**config.mk**
```make
export PLATFORM = sky130hd
export DESIGN_NAME = cdb_broadcaster
export DESIGN_NICKNAME = d
export VERILOG_FILES = /design/src/rtl/cdb_broadcaster.sv
export SDC_FILE = /design/constraint.sdc
export NUM_CORES = 1
export LEC_CHECK = 0
export CORE_MARGIN = 5
export CORE_UTILIZATION = 25
export CTS_CLUSTER_SIZE = 8
export DETAILED_ROUTE_END_ITERATION = 8
export MAX_ROUTING_LAYER = met4
export PLACE_DENSITY = 0.39
export SYNTH_ARGS = -nofsm -noshare
export SYNTH_HDL_FRONTEND = slang
export SYNTH_SLANG_ARGS = --single-unit
```
**constraint.sdc**
```tcl
create_clock -name clock -period 10.7 [get_ports clock]
set_clock_uncertainty 0.2 [all_clocks]
set_input_delay 2.675 -clock clock [delete_from_list [all_inputs] [get_ports clock]]
set_output_delay 2.675 -clock clock [all_outputs]
set_load 0.1 [all_outputs]
```
**src/rtl/cdb_broadcaster.sv**
```systemverilog
// CDB broadcaster: buffers per-FU completion tags and drives up to SS_SIZE
// wake-up lanes per cycle using a round-robin scan, with backpressure per FU.
module cdb_broadcaster #(
    parameter int NUM_FU    = 5,
    parameter int SS_SIZE   = 3,
    parameter int PREG_W    = 6,
    parameter int BUF_DEPTH = 2
) (
    input  logic                             clock,
    input  logic                             reset,
    input  logic                             flush,
    input  logic [NUM_FU-1:0]                fu_done,
    input  logic [NUM_FU-1:0][PREG_W-1:0]    fu_tag,
    output logic [NUM_FU-1:0]                fu_stall,
    output logic [SS_SIZE-1:0]               CAM_en,
    output logic [SS_SIZE-1:0][PREG_W-1:0]   CDB_out,
    output logic                             overflow_err
);

    localparam int CNT_W = $clog2(BUF_DEPTH) + 1;
    localparam int PTR_W = (BUF_DEPTH > 1) ? $clog2(BUF_DEPTH) : 1;
    localparam int RR_W  = (NUM_FU > 1) ? $clog2(NUM_FU) : 1;

    function automatic logic [PTR_W-1:0] ptr_inc(input logic [PTR_W-1:0] p);
        if (p == PTR_W'(BUF_DEPTH - 1)) begin
            return '0;
        end else begin
            return p + PTR_W'(1);
        end
    endfunction

    logic [PREG_W-1:0] mem_q  [NUM_FU][BUF_DEPTH];
    logic [PREG_W-1:0] mem_d  [NUM_FU][BUF_DEPTH];
    logic [PTR_W-1:0]  head_q [NUM_FU];
    logic [PTR_W-1:0]  head_d [NUM_FU];
    logic [PTR_W-1:0]  tail_q [NUM_FU];
    logic [PTR_W-1:0]  tail_d [NUM_FU];
    logic [CNT_W-1:0]  cnt_q  [NUM_FU];
    logic [CNT_W-1:0]  cnt_d  [NUM_FU];
    logic [RR_W-1:0]   rr_q, rr_d;
    logic [SS_SIZE-1:0]             cam_q, cam_d;
    logic [SS_SIZE-1:0][PREG_W-1:0] cdb_q, cdb_d;
    logic                           ovf_q, ovf_d;

    logic [NUM_FU-1:0]              win_s;
    logic [SS_SIZE-1:0]             lane_vld_s;
    logic [SS_SIZE-1:0][PREG_W-1:0] lane_tag_s;
    logic [RR_W-1:0]                nxt_rr_s;

    // Backpressure decoded from registered occupancy only.
    always_comb begin
        fu_stall = '0;
        for (int i = 0; i < NUM_FU; i++) begin
            fu_stall[i] = (cnt_q[i] == CNT_W'(BUF_DEPTH));
        end
    end

    // Round-robin scan from rr_q, first SS_SIZE non-empty FUs take lanes in order.
    always_comb begin
        int n;
        int idx;
        int last;
        n          = 0;
        idx        = 0;
        last       = 0;
        win_s      = '0;
        lane_vld_s = '0;
        lane_tag_s = '0;
        for (int k = 0; k < NUM_FU; k++) begin
            idx = int'(rr_q) + k;
            if (idx >= NUM_FU) begin
                idx = idx - NUM_FU;
            end else begin
                idx = idx;
            end
            if ((cnt_q[idx] != '0) && (n < SS_SIZE)) begin
                win_s[idx]      = 1'b1;
                lane_vld_s[n]   = 1'b1;
                lane_tag_s[n]   = mem_q[idx][head_q[idx]];
                last            = idx;
                n               = n + 1;
            end else begin
                n = n;
            end
        end
        if (n == 0) begin
            nxt_rr_s = rr_q;
        end else if (last == NUM_FU - 1) begin
            nxt_rr_s = '0;
        end else begin
            nxt_rr_s = RR_W'(last + 1);
        end
    end

    // Next state: flush squashes everything; otherwise pop winners, push accepted tags.
    always_comb begin
        mem_d  = mem_q;
        head_d = head_q;
        tail_d = tail_q;
        cnt_d  = cnt_q;
        rr_d   = rr_q;
        cam_d  = '0;
        cdb_d  = '0;
        ovf_d  = ovf_q;
        if (flush) begin
            rr_d = '0;
            for (int i = 0; i < NUM_FU; i++) begin
                head_d[i] = '0;
                tail_d[i] = '0;
                cnt_d[i]  = '0;
            end
        end else begin
            rr_d  = nxt_rr_s;
            cam_d = lane_vld_s;
            cdb_d = lane_tag_s;
            for (int i = 0; i < NUM_FU; i++) begin
                if (fu_done[i] && !fu_stall[i]) begin
                    mem_d[i][tail_q[i]] = fu_tag[i];
                    tail_d[i]           = ptr_inc(tail_q[i]);
                end else begin
                    tail_d[i] = tail_q[i];
                end
                if (win_s[i]) begin
                    head_d[i] = ptr_inc(head_q[i]);
                end else begin
                    head_d[i] = head_q[i];
                end
                case ({fu_done[i] && !fu_stall[i], win_s[i]})
                    2'b10:   cnt_d[i] = cnt_q[i] + CNT_W'(1);
                    2'b01:   cnt_d[i] = cnt_q[i] - CNT_W'(1);
                    default: cnt_d[i] = cnt_q[i];
                endcase
                if (fu_done[i] && fu_stall[i]) begin
                    ovf_d = 1'b1;
                end else begin
                    ovf_d = ovf_d;
                end
            end
        end
    end

    // State and output registers.
    always_ff @(posedge clock or negedge reset) begin
        if (!reset) begin
            mem_q  <= '{default: '0};
            head_q <= '{default: '0};
            tail_q <= '{default: '0};
            cnt_q  <= '{default: '0};
            rr_q   <= '0;
            cam_q  <= '0;
            cdb_q  <= '0;
            ovf_q  <= 1'b0;
        end else begin
            mem_q  <= mem_d;
            head_q <= head_d;
            tail_q <= tail_d;
            cnt_q  <= cnt_d;
            rr_q   <= rr_d;
            cam_q  <= cam_d;
            cdb_q  <= cdb_d;
            ovf_q  <= ovf_d;
        end
    end

    assign CAM_en       = cam_q;
    assign CDB_out      = cdb_q;
    assign overflow_err = ovf_q;

endmodule

```
### Word level (Yosys, flattened, before mapping)

Cells that the tools add are included.

* bits in registers: 105
* output and inout port bits: 27
* word-level logic and storage cells: 387

* $add $sub $neg: 34
* magnitude comparators: 47
* equality and inequality tests: 17
* mux-type cells: 173
* bitwise operators: 24
* reductions and logical operators: 61

Operators by type and width (count)
* $mux W32: 14
* $ge A32 B1 Y1 const B: 9
* $bmux W12 S3: 5
* $ge A32 B4 Y1 const B: 5
* $lt A32 B5 Y1 const B: 5
* $not A32 Y32: 5
* $mux W6: 25
* $add A32 B2 Y32 const B: 4
* $lt A32 B3 Y1 const B: 4
* $lt A32 B4 Y1 const B: 4
* $mux W12: 10
* $mux W18: 5
* $bwmux W18: 4
* $bwmux W12: 5
* $demux W6 S2: 4
* $mux W1: 46
* $mux W5: 7
* $eq A32 B4 Y1 const B: 1
* $logic_not A32 Y1: 1
* $bmux W2 S3: 5
* $demux W6 S1: 5
* $reduce_bool A2 Y1: 15
* $logic_and A1 B1 Y1: 28
* $mux W3: 8
* other kinds (31): 132

### Logic depth before layout (Yosys ltp)

Gate-level depths: netlist of the first run.

* depth in word-level cells: 24
* gate-level depth with buffers: 30
* mapped depth without buffers: 27

### Least setup slack after synthesis of the first run

No wires, ideal clock.

* path type: register to register
* from: reg rr_q[1]
* to: reg cnt_q[5] (netlist bit)
* library setup time: 0.136 ns
* arrival time: 6.131 ns
* required time: 10.364 ns
* slack: 4.233 ns
* cell stages (with the launch flop): 27
* path buffers: 3
* cells stage by stage: dfrtp_1 buf_2 inv_1 ha_1 ha_1 buf_2 o21ba_2 nor2_1 nor2_1 o311ai_0 nand2_1 inv_2 fa_1 inv_1 ha_1 a21oi_4 buf_2 xnor2_1 inv_1 ha_1 nor4_4 a32oi_1 a2111oi_1 a2111oi_2 nand2_2 mux2i_1 a211oi_2

* word-level cells in the longest chain between the ends: 23

Ends and longest elaborated chain
* from (decl): RTL line 40 `logic [RR_W-1:0] rr_q, rr_d;`
* from (signal assigned): RTL line 158 `rr_q <= rr_d;`
* $sub A3 B3 Y4 or $ge A3 B3 Y1 (tied branches): RTL line 72, 71
* $mux W32: RTL line 71 `if (idx >= NUM_FU) begin`
* $not A32 Y32 (not written as such): RTL line 76 `if ((cnt_q[idx] != '0) && (n < SS_SIZE)) begin`
* $bmux W2 S3: RTL line 76
* $mux W2 (not written as such) (2 in series): RTL line 76
* $reduce_bool A2 Y1: RTL line 76
* $mux W1: RTL line 76
* $lt A32 B3 Y1: RTL line 76
* (+6 left out)
* $logic_and A1 B1 Y1: RTL line 76
* $mux W32: RTL line 76
* $lt A32 B3 Y1: RTL line 76
* $logic_and A1 B1 Y1: RTL line 76
* $mux W5 *: RTL line 76
* $eq A2 B1 Y1 or $eq A2 B2 Y1 (tied branches): RTL line 128 `case ({fu_done[i] && !fu_stall[i], win_s[i]})`
* $pmux W2 S2: RTL line 128
* $mux W10: RTL line 105 `if (flush) begin`
* to (signal assigned): RTL line 157 `cnt_q <= cnt_d;`
* to (decl): RTL line 38 `logic [CNT_W-1:0] cnt_q [NUM_FU];`

Every way passes the cells marked *; elsewhere a longest branch is shown, timed or not. The select of a mux whose other input is x is not followed.
A chain may end at the register's enable or synchronous reset.

### Final worst setup path of the first run

* from: reg rr_q[1]
* to: reg cnt_q[6] (netlist bit)

Same word-level chain as after synthesis.

==> results.ini, run 1 <==
[timing]
relSlewSlack_pct=20.5
rsz0062_at_grt=false
period_share_pct=78.5
hold_viol=0
tns_ns=0
drv_slew=0
layout_min_cycle_time_ns=8.40
finalSetupViolCount=0
max_freq_mhz=119
tightest_slew_ns=1.19

[worst_setup_path]
critPathBufInv=4
crit_family=compound AO/OA/AOI/OAI gates
critPathRequiredTime_ns=10.75
cpMaxStageDelayCell=ha_1
endpoint_kind=flip-flop
setup.worst_path.start_class=flip-flop
path_cells=inv_1 > ha_1 > nor4_1 > a21oi_1 > o221ai_1 > o211ai_4 > inv_4 > fa_1 > inv_1 > ha_1 > a21oi_4 > xnor2_1 > inv_1 > ha_1 > nor4_4 > a32oi_1 > a2111oi_0 > nor4_1 > nand2_1 > xnor2_1 > nor2_1
slowest_delay_ns=0.88
path_class=flip-flop to flip-flop
crit_fanout=19
cp.arrival_ns=8.45

[run]
max_cap_viol_count=0

[global_routing]
grt.total_usage_pct=21.5
grt_pass1_wl_mm=70.1
grt_max_degree=61
grt_pass1_vias=10100
overflow=0
antenna_found_initial=2

[route]
drt_iter0_drc=1137
wirelength_mm=48.0
drc_errors=0
drt-vias-per-instance=5.98
drt_pass1_iterations=6
wl_per_cell_um=27.4
via_count=10500
ant_nets=0

[die]
start_util_pct=25.2
core_area_um2=40600
die_area_um2=45100
fp.dieW_um=212
fp.dieH_um=212
io-pin-count=65
rows=74

[synthesis]
synth_warnings=0
synth-edff-count=0
netlist_instances=1187
synthArstFlopShare_pct=100
synth.distinct_cells=117
syn_nets=1252
netlist_area_um2=10200
synth_seq_cells=105
seq_area_frac_synth_pct=25.7
synthFlopType=dfrtp_1
synth.avg_cell_area_um2=8.62

[final_layout]
num-nets-final=1283
final_common_cell=dfrtp_1
syn_to_final_growth_pct=14.3
n_fill_cell=4361
drive_gt1_share_pct=16.8
layout_common_cells=104 x dfrtp_1, 102 x nand2_1, 82 x a21oi_1
multiInputGateArea_um2=7120
diodes=0
ff_latch_area_um2=2630

[placement]
gp_congestion=0.962
hpwl_mm=37.6
io_buffers=64

[cts]
cts-resized-gates=0
cts_tree=yes
root_buffer=clkbuf_16
clock_latency_ns=0.38
post_cts_buffers=0
clock-sinks=105
cts_made_buffers=9
clkSlewWorstSetupHoldPaths_ns=0.08
cts_buffer_depth=2
hold_buffers=0
cts_htree_levels=3

[worst_hold_path]
hold_class=flip-flop to flip-flop

[run_status]
status=finished clean

worst reg2reg max path, cell delays in order (launching register included):
cell and delay [ns]:
dfrtp_1 0.82, inv_1 0.39, ha_1 0.88, nor4_1 0.16
a21oi_1 0.81, o221ai_1 0.32, o211ai_4 0.45, inv_4 0.14
fa_1 0.65, inv_1 0.12, ha_1 0.29, a21oi_4 0.38
xnor2_1 0.19, inv_1 0.11, ha_1 0.27, nor4_4 0.08
a32oi_1 0.49, a2111oi_0 0.20, nor4_1 0.80, nand2_1 0.26
xnor2_1 0.21, nor2_1 0.05
through the flow:
step / util [%] / cells / area, um^2 / hold slack, ns / setup slack, ns
2_1_floorplan: - / 1187 / 10200 / 0.327 / 4.23
3_3_place_gp: 28.0 / 1739 / 11400 / 0.256 / 2.71
3_5_place_dp: 28.0 / 1739 / 11400 / 0.259 / 2.48
4_1_cts: 28.8 / 1755 / 11700 / 0.289 / 2.44
5_1_grt: 28.8 / 1755 / 11700 / 0.313 / 1.84
6_report: 28.8 / 1755 / 11700 / 0.288 / 2.30
final timing paths:
path                                          start                  endpoint  slack (ns)  depth (start not counted)
max                             rr_q[1]$_DFFE_PN0P_      cnt_q[6]$_DFFE_PN0P_        2.30                         21
min                        overflow_err$_DFFE_PN0P_  overflow_err$_DFFE_PN0P_        0.29                          1
max reg2reg                     rr_q[1]$_DFFE_PN0P_      cnt_q[6]$_DFFE_PN0P_        2.30                         21
min reg2reg                overflow_err$_DFFE_PN0P_  overflow_err$_DFFE_PN0P_        0.29                          1
max in group asynchronous                     reset     mem_q[48]$_DFFE_PN0P_        6.93                          2
min in group asynchronous                     reset       CAM_en[2]$_DFF_PN0_        2.10                          1
layer usage:
layer	vias to the layer above	part of all wire, %	GRT usage, %
met4	0	2.8	6.60
met3	78	8.1	4.18
li1	4649	-	-
met2	484	44	32.1
met1	5292	45	29.5
met5	-	0	-
layout make-up:
| class | count | share of cell area [%] |
|---|---|---|
| inverter | 37 | 1.21 |
| sequential | 105 | 22.5 |
| timing repair buffer | 90 | 7.08 |
| tap | 532 | 5.69 |
| clock buffer | 12 | 2.11 |
| multi-input combinational | 975 | 60.9 |
| clock inverter | 4 | 0.546 |
sequential cells by signal, indices dropped and copies added, names as in the netlist:
| register | cells |
|---|---|
| head_q | 5 |
| CDB_out | 18 |
| cnt_q | 10 |
| rr_q | 3 |
| mem_q | 60 |
| overflow_err | 1 |
| tail_q | 5 |
| CAM_en | 3 |
cells by family after synthesis:
kind of cell    synth area share [%]
fa+ha+maj                       3.45
simple gates                    17.3
compound gates                  32.8
mux                             13.6
flops                           25.7
xor+xnor                        2.23
buf+inv                         4.93
synthesized netlist by cell type (all sizes together) (11+ instances only):
cell type / number / area (um^2)
nand2: 109 / 432
dfrtp: 105 / 2630
a21oi: 89 / 487
nor2: 80 / 305
mux2: 77 / 871
o21ai: 67 / 365
mux2i: 41 / 410
nand3: 40 / 215
clkbuf: 37 / 139
inv: 37 / 141
nor3: 34 / 175
buf: 33 / 224
a211oi: 29 / 260
o22ai: 29 / 188
o221ai: 27 / 243
a21o: 26 / 195
ha: 25 / 313
a22oi: 22 / 179
xnor2: 16 / 148
nand2b: 15 / 93.8
o211ai: 15 / 131
a31oi: 14 / 93.8
and3: 14 / 87.6
nor4: 11 / 83.8
Power of run 1 is left out: the tool's default activity adds up to more than one toggle a clock period on the data nets, which glitch-free logic cannot reach.
==> run 2, diff against run 1 <==
--- a/config.mk
+++ b/config.mk
@@ -10,7 +10,7 @@
 export CTS_CLUSTER_SIZE = 8
 export DETAILED_ROUTE_END_ITERATION = 8
 export MAX_ROUTING_LAYER = met4
-export PLACE_DENSITY = 0.39
+export PLACE_DENSITY = 0.41
 export SYNTH_ARGS = -nofsm -noshare
 export SYNTH_HDL_FRONTEND = slang
 export SYNTH_SLANG_ARGS = --single-unit
==> constraint.sdc (replaced) <==
create_clock -name clock -period 7.2 [get_ports clock]
set_clock_uncertainty 0.2 [all_clocks]
set_input_delay 1.8 -clock clock [delete_from_list [all_inputs] [get_ports clock]]
set_output_delay 1.8 -clock clock [all_outputs]
set_load 0.1 [all_outputs]
==> run 2 against run 1 <==
Net effect: hold slack gained 0.0027 ns; sequential cell count is the same; global-route usage grew 0.26 points; cell count grew 0.74%; via count grew 0.29%; sequential share of layout area shrank 0.18 points; first-iteration DRC count shrank 28%; cell area grew 0.81%; setup slack lost 1.9 ns; non-clock buffer count grew 13; die area is the same; core utilization grew 0.23 points.
==> results.ini, run 2 (synthesis results as in run 1) <==
[route]
drt_iter0_drc=813  ; was 1137
drt-vias-per-instance=5.96  ; was 5.98
wirelength_mm=48.6  ; was 48.0 mm
drc_errors=0  ; unchanged
via_count=10500  ; about the same
drt_pass1_iterations=5  ; was 6
ant_nets=0  ; unchanged
wl_per_cell_um=27.5  ; was 27.4 um

[cts]
cts_made_buffers=9  ; unchanged
cts_tree=yes  ; unchanged
clkSlewWorstSetupHoldPaths_ns=0.08  ; about the same
cts_htree_levels=3  ; unchanged
clock_latency_ns=0.39  ; was 0.38 ns
root_buffer=clkbuf_16  ; unchanged
clock-sinks=105  ; unchanged
cts_buffer_depth=2  ; unchanged

[die]
io-pin-count=65  ; unchanged
rows=74  ; unchanged
fp.dieW_um=212  ; unchanged
start_util_pct=25.2  ; unchanged
fp.dieH_um=212  ; unchanged
core_area_um2=40600  ; unchanged
die_area_um2=45100  ; unchanged

[worst_setup_path]
cpMaxStageDelayCell=fa_1  ; was ha_1
critPathBufInv=5  ; was 4
path_class=flip-flop to flip-flop  ; unchanged
critPathRequiredTime_ns=7.27  ; was 10.75 ns
endpoint_kind=flip-flop  ; unchanged
cp.arrival_ns=6.86  ; was 8.45 ns
crit_family=compound AO/OA/AOI/OAI gates  ; unchanged
crit_fanout=9  ; was 19
slowest_delay_ns=0.63  ; was 0.88 ns
path_cells=inv_2 > buf_4 > ha_1 > inv_1 > fa_1 > o21ai_0 > a31oi_1 > a21o_1 > fa_1 > inv_1 > ha_1 > inv_1 > o21ai_4 > o21a_1 > ha_1 > nor4_4 > a32oi_1 > nand2_1 > nor3_1 > o22a_2 > nor4_1 > a311o_1  ; was inv_1 > ha_1 > nor4_1 > a21oi_1 > o221ai_1 > o211ai_4 > inv_4 > fa_1 > inv_1 > ha_1 > a21oi_4 > xnor2_1 > inv_1 > ha_1 > nor4_4 > a32oi_1 > a2111oi_0 > nor4_1 > nand2_1 > xnor2_1 > nor2_1
setup.worst_path.start_class=flip-flop  ; unchanged

[timing]
finalSetupViolCount=0  ; unchanged
relSlewSlack_pct=23.0  ; was 20.5%
rsz0062_at_grt=false  ; unchanged
layout_min_cycle_time_ns=6.79  ; was 8.40 ns
drv_slew=0  ; unchanged
period_share_pct=94.3  ; was 78.5%
tightest_slew_ns=1.13  ; was 1.19 ns
tns_ns=0  ; unchanged
max_freq_mhz=147  ; was 119 MHz
hold_viol=0  ; unchanged

[global_routing]
grt_pass1_wl_mm=70.9  ; was 70.1 mm
grt.total_usage_pct=21.7  ; was 21.5%
grt_max_degree=63  ; was 61
grt_pass1_vias=10300  ; was 10.1k
overflow=0  ; unchanged
antenna_found_initial=0  ; was 2

[final_layout]
syn_to_final_growth_pct=15.2  ; was 14.3%
largest_reg_flops=60  ; unchanged
top_register=mem_q  ; unchanged
drive_gt1_share_pct=17.8  ; was 16.8%
layout_common_cells=104 x dfrtp_1, 102 x nand2_1, 82 x a21oi_1  ; unchanged
final_common_cell=dfrtp_1  ; unchanged
num-nets-final=1296  ; was 1283

[run_status]
status=finished clean  ; unchanged

[worst_hold_path]
hold_class=flip-flop to flip-flop  ; unchanged

[run]
max_cap_viol_count=0  ; unchanged

[placement]
io_buffers=64  ; unchanged
hpwl_mm=38.1  ; was 37.6 mm
gp_congestion=0.976  ; was 0.962

## run 2: area by class of cell
class,instances,area (um^2)
repair buffers,103,938
inverters,37,141
clock inverters,5,68.8
fillers,4352,28900
flip-flops and latches,105,2630
multi-input cells,975,7110
clock buffers,10,229
well taps,532,666
diodes,1,2.50
## run 2: worst register-to-register path, delay by kind of cell (launching register included)
kind / cells / cell delay (ns)
flops: 1 / 0.45
fa+ha+maj: 5 / 1.97
compound gates: 8 / 2.49
buf+inv: 5 / 0.79
simple gates: 4 / 0.77
## run 2: layer usage
metal	part of all wire [%]	track usage (%)	vias up
met5	0	-	-
met4	3.8	8.34	0
met3	8.4	4.59	94
met2	42	31.0	528
met1	45	30.2	5232
li1	-	-	4679
## run 2: through the flow
step / area, um^2 / setup slack [ns] / utilization, % / instances / hold slack (ns)
after detailed placement: 11500 / 0.488 / 28.3 / 1752 / 0.260
final: 11800 / 0.410 / 29.0 / 1768 / 0.290
after CTS: 11800 / 0.430 / 29.0 / 1767 / 0.293
after global placement: 11500 / 0.550 / 28.3 / 1752 / 0.264
after floorplan: 10200 / 0.733 / - / 1187 / 0.327
after global routing: 11800 / 0.0659 / 29.0 / 1767 / 0.318
## run 2: final timing paths
kind	from	to	slack (ns)	depth (start not counted)
max reg2reg	rr_q[0]$_DFFE_PN0P_	rr_q[0]$_DFFE_PN0P_	0.41	22
max	rr_q[0]$_DFFE_PN0P_	rr_q[0]$_DFFE_PN0P_	0.41	22
min in group asynchronous	reset	rr_q[2]$_DFFE_PN0P_	1.22	1
min	overflow_err$_DFFE_PN0P_	overflow_err$_DFFE_PN0P_	0.29	1
max in group asynchronous	reset	mem_q[10]$_DFFE_PN0P_	4.29	2
min reg2reg	overflow_err$_DFFE_PN0P_	overflow_err$_DFFE_PN0P_	0.29	1
## run 2: timing repair
item,CTS,global route
endpoints found under the setup margin,0,3
hold buffers,0,0
buffers inserted,0,0
gates resized for setup,0,2
Power of run 2 is left out for the same reason.
